===== config.mk =====
export PLATFORM = sky130hd
export DESIGN_NAME = ras_pred
export DESIGN_NICKNAME = d
export VERILOG_FILES = /design/src/rtl/ras_pred.sv
export SDC_FILE = /design/constraint.sdc
export NUM_CORES = 1
export LEC_CHECK = 0
export ABC_CLOCK_PERIOD_IN_PS = 3800
export CORE_ASPECT_RATIO = 1.1
export CORE_MARGIN = 3
export CORE_UTILIZATION = 50
export CTS_CLUSTER_DIAMETER = 100
export DETAILED_ROUTE_END_ITERATION = 7
export HOLD_SLACK_MARGIN = 0.12
export MAX_ROUTING_LAYER = met4
export PLACE_DENSITY = 0.74
export SYNTH_ARGS = -nofsm -noshare
export SYNTH_HDL_FRONTEND = slang
export SYNTH_SLANG_ARGS = --single-unit

===== constraint.sdc =====
create_clock -name clk -period 3.8 [get_ports clk]
set_clock_uncertainty 0.1 [all_clocks]
set_input_delay 1.14 -clock clk [delete_from_list [all_inputs] [get_ports clk]]
set_output_delay 1.14 -clock clk [all_outputs]
set_load 0.01 [all_outputs]

===== src/rtl/ras_pred.sv =====
// ras_pred: speculative return address stack for a 2-wide fetch group with checkpoint repair
module ras_pred #(
  parameter int RASDEPTH = 8,
  parameter int PTRLEN   = $clog2(RASDEPTH)
) (
  input  logic              clk,
  input  logic              resetn,
  input  logic              fetch_valid,
  input  logic              slot1_valid,
  input  logic [31:0]       fetch_pc_0,
  input  logic [31:0]       fetch_pc_1,
  input  logic [2:0]        ins_type_0,
  input  logic [2:0]        ins_type_1,
  output logic              ras_valid,
  output logic              ras_slot,
  output logic [31:0]       ras_target,
  output logic [PTRLEN-1:0] ras_ptr_o,
  output logic [PTRLEN:0]   ras_cnt_o,
  output logic [31:0]       ras_top_o,
  input  logic              branch_mistaken,
  input  logic [2:0]        ins_type_w,
  input  logic [31:0]       wrong_pc,
  input  logic [PTRLEN-1:0] recover_ptr,
  input  logic [PTRLEN:0]   recover_cnt,
  input  logic [31:0]       recover_top
);
  localparam logic [2:0]        T_CALL = 3'b011;
  localparam logic [2:0]        T_RET  = 3'b100;
  localparam logic [PTRLEN:0]   FULL   = (PTRLEN+1)'(RASDEPTH);
  logic [31:0]       stk [RASDEPTH];
  logic [PTRLEN-1:0] ptr, ptr_nxt, base_ptr, push_idx;
  logic [PTRLEN:0]   cnt, cnt_nxt, base_cnt;
  logic              act0, act1, op_slot, is_call, is_ret;
  logic [2:0]        op_type, upd_type;
  logic [31:0]       op_pc, upd_pc, push_data;
  // pick the single stack op of the group: slot 0 masks slot 1
  always_comb begin
    act0    = ins_type_0 == T_CALL || ins_type_0 == T_RET;
    act1    = slot1_valid && (ins_type_1 == T_CALL || ins_type_1 == T_RET);
    op_slot = !act0 && act1;
    op_type = act0 ? ins_type_0 : act1 ? ins_type_1 : 3'b000;
    op_pc   = op_slot ? fetch_pc_1 : fetch_pc_0;
  end
  // zero-latency prediction and pre-update checkpoint
  always_comb begin
    ras_valid  = op_type == T_RET && cnt != '0;
    ras_slot   = ras_valid && op_slot;
    ras_target = ras_valid ? stk[ptr] : 32'd0;
    ras_ptr_o  = ptr;
    ras_cnt_o  = cnt;
    ras_top_o  = stk[ptr];
  end
  // next state: repair replays the true op on the checkpoint, else the speculative fetch op
  always_comb begin
    upd_type  = branch_mistaken ? ins_type_w : fetch_valid ? op_type : 3'b000;
    base_ptr  = branch_mistaken ? recover_ptr : ptr;
    base_cnt  = branch_mistaken ? recover_cnt : cnt;
    upd_pc    = branch_mistaken ? wrong_pc : op_pc;
    is_call   = upd_type == T_CALL;
    is_ret    = upd_type == T_RET && base_cnt != '0;
    push_idx  = base_ptr + PTRLEN'(1);
    push_data = upd_pc + 32'd4;
    ptr_nxt   = is_call ? push_idx : is_ret ? base_ptr - PTRLEN'(1) : base_ptr;
    cnt_nxt   = is_call ? (base_cnt == FULL ? FULL : base_cnt + (PTRLEN+1)'(1)) :
                is_ret  ? base_cnt - (PTRLEN+1)'(1) : base_cnt;
  end
  // state register; the restored top and a pushed entry never share an index
  always_ff @(posedge clk or negedge resetn) begin
    if (!resetn) begin
      ptr <= '0;
      cnt <= '0;
      for (int i = 0; i < RASDEPTH; i++) stk[i] <= '0;
    end else begin
      ptr <= ptr_nxt;
      cnt <= cnt_nxt;
      if (branch_mistaken) stk[recover_ptr] <= recover_top;
      if (is_call) stk[push_idx] <= push_data;
    end
  end
endmodule


==> impl_metrics.csv <==
group,metric,value,unit
timing,worst_pin_slew,0.794,ns
synthesis,ys_ff_latch,263,
drt,drc_errors,0,
critical_path,crit_fanout,5,
timing,hold_violations,0,
floorplan,row_count,68,
placement,port_buffers,221,
synthesis,synth_cells,1595,
floorplan,dieArea,34500,um2
placement,dp_hpwl,35200,um
floorplan,die_w,177,um
critical_path,path_class,"in -> out",
critical_path,arrival,2.51,ns
drt,met1Wirelength,21600,um
synthesis,yosysSeqAreaShare,0.407,
cells_and_area,final_common_cell,"dfrtp_1",
cells_and_area,area_growth,33.2,%
clock_tree,tritoncts,"built",
status,outcome,"finished, final reports clean",
drt,antenna_left,0,
timing,maxSlewHeadroom,0.471,
synthesis,synth_top_area_frac,0.407,
drt,dr.max_layer_used,"met4",
clock_tree,cts-root-buf,"clkbuf_16",
synthesis,synthTopCellsByArea,"dfrtp_1 (41%), mux4_2 (8.9%), mux2_2 (8.5%)",
synthesis,synth-xor-area-share,0.0178,
critical_path,critPathMaxStageDelay,0.37,ns
floorplan,io_pins,222,
hold_path,hp-class,"reg -> reg",
synthesis,synthAdderAreaFrac,0.00387,
drt,first_iter_violations,1435,
critical_path,worstPathRequired,2.56,ns
power,leakage,9.30,nW
synthesis,syn_nets,1749,
cells_and_area,nNetsFinal,2089,
cells_and_area,most-common-layout-cells,"dfrtp_1 (261), a21oi_1 (169), buf_4 (166)",
clock_tree,ctsHoldBuffers,0,
global_route,grt_pass1_vias,15000,
global_route,antenna_found_initial,3,
synthesis,synthMuxAreaShare,0.239,
floorplan,initial_utilization,0.511,
synthesis,yosys_warnings,0,
synthesis,synth_top_family_by_area,"multiplexers",
synthesis,synthDistinctLibCells,73,
synthesis,syn_avg_cell_area,10.1,um2
clock_tree,clock_latency,0.55,ns
drt,vias,14600,
cells_and_area,drive_gt1_frac,0.281,
power,max-vdd-ir-drop,0.369,mV
critical_path,path_buf_inv,5,
floorplan,core-area,31700,um2
synthesis,async_flop_share,1.00,
global_route,overflow,0,
clock_tree,cts_buffer_depth,3,
clock_tree,htreeDepth,1,
drt,wl_met2,26000,um
global_route,grt_pass1_wl,84200,um
job,maxCapViolCount,0,
clock_tree,cts-buffers-inserted,28,
cells_and_area,fin_area,21500,um2
clock_tree,numClockSinks,263,
placement,placedInstanceArea,20400,um2
power,power.density,593,nW/um2
synthesis,synthesis.area,16200,um2
drt,drt_wl_total,53600,um
synthesis,synthSimpleGateAreaFrac,0.139,
cells_and_area,final_util,0.680,
critical_path,crit_chain,"dlygate4sd2_1, buf_4, a31oi_1, inv_1, o41ai_4, bufbuf_16, nor2b_1, buf_2",
drt,vias_per_cell,6.12,
drt,route.met3.wl,4160,um
timing,fin_crit_sh,0.986,
synthesis,yosysTopAreaCell,"dfrtp_1",
critical_path,slowest_stage,"bufbuf_16",
clock_tree,clk_pin_slew_worst_paths,0.06,ns
global_route,grt_use_total,0.315,
synthesis,synth_compound_area_frac,0.158,
critical_path,worst_setup_path_start_kind,"input port",
critical_path,cp_top_family,"buffers and inverters",
timing,setup-violations-final,0,
synthesis,synthFlopType,"dfrtp_1",
timing,fin_crit,3.75,ns
critical_path,end_kind,"primary output",
timing,fmax,267,MHz
synthesis,synth-edff-count,0,
drt,dr.pass1.iters,5,
drt,wire_per_inst,22.5,um
global_route,grt_max_degree,94,
placement,place.gp.congestion,0.886,
timing,drv_slew,0,
floorplan,die_h,195,um
kinds of logic after synthesis:
logic type / after synthesis
AO/OA/AOI/OAI: 421
XOR/XNOR: 32
adder cells (fa/ha/maj): 5
buffers and inverters: 146
flip-flops: 263
multiplexers: 290
AND/OR/NAND/NOR: 438
flip-flops by register name, indices dropped and copies added (netlist names):
name,cells
stk,256
ras_cnt_o,4
ras_ptr_o,3
where the power goes:
part / switching (W) / leakage, nW / internal (W)
clock network: 0.00114 / 0.457 / 0.00162
logic: 0.00243 / 5.67 / 0.00304
registers: 0.000623 / 3.17 / 0.00391
layout make-up:
class,count,area [um2]
flip-flops and latches,263,6590
multi-input cells,1186,9150
clock buffers,40,817
clock inverters,9,98.8
fillers,2397,10100
well taps,420,526
inverters,13,48.8
repair buffers,443,4290
diodes,3,7.51
Yosys cell counts (3+ instances only):
cell type,count
nor2b_1,116
nor4_2,4
inv_1,13
a21o_1,7
mux4_2,64
a21oi_1,169
buf_2,6
nor2_1,86
o21a_1,4
a32o_1,5
ha_1,5
a221oi_2,3
a211oi_1,82
nand2_1,147
nor4_1,4
o21ai_1,25
nand3_1,16
buf_4,3
a31oi_1,3
nand4_1,5
a221oi_1,3
xnor2_1,13
xor2_1,18
mux2i_1,104
dfrtp_1,263
o211ai_1,4
nand4b_1,5
a22oi_1,3
mux2_2,122
nor3_1,16
buf_1,27
nor3b_1,3
o21ai_0,88
and3_1,12
clkbuf_1,94
routing by layer:
metal | up-vias | track usage
met4 | 0 | 0.104
met5 | - | -
met2 | 697 | 0.501
met3 | 115 | 0.0408
met1 | 7224 | 0.421
li1 | 6517 | -
metrics by stage:
step	setup TNS, ns	setup slack [ns]	std cells	power, W	hold slack [ns]
after detailed placement	-138.99	-0.750	2302	0.0100	0.445
after floorplan	-0.00229	-0.00229	1595	0.00782	0.411
after CTS	-0.0500	-0.0196	2371	0.0127	0.467
after global routing	-0.00857	-0.00573	2377	0.0134	0.492
final	0	0.0542	2377	0.0128	0.463
after global placement	-127.54	-0.664	2302	0.00978	0.427
worst reg2reg max path: cells and delay by family (launching register included):
family | cells | cell delay [ns]
buf+inv | 4 | 0.68
compound gates | 1 | 0.05
xor+xnor | 1 | 0.26
flops | 1 | 0.53
fa+ha+maj | 1 | 0.25
mux | 1 | 0.24
simple gates | 3 | 0.72
worst paths after layout:
check | endpoint | cells after the start | slack, ns | start
min | stk[162] | 2 | 0.46 | stk[162]
max | ras_target[13] | 8 | 0.05 | slot1_valid
min reg2reg | stk[162] | 2 | 0.46 | stk[162]
min in group asynchronous | stk[48] | 1 | 0.54 | resetn
max in group asynchronous | stk[254] | 2 | 2.30 | resetn
max reg2reg | stk[133] | 11 | 0.85 | ras_ptr_o[0]
repair_timing:
item	CTS	global route
gates resized for setup	235	14
buffers inserted	14	4
setup endpoints to repair	194	89
cloned	6	0
pin swaps	5	3
(Power assumes the default switching activity.)
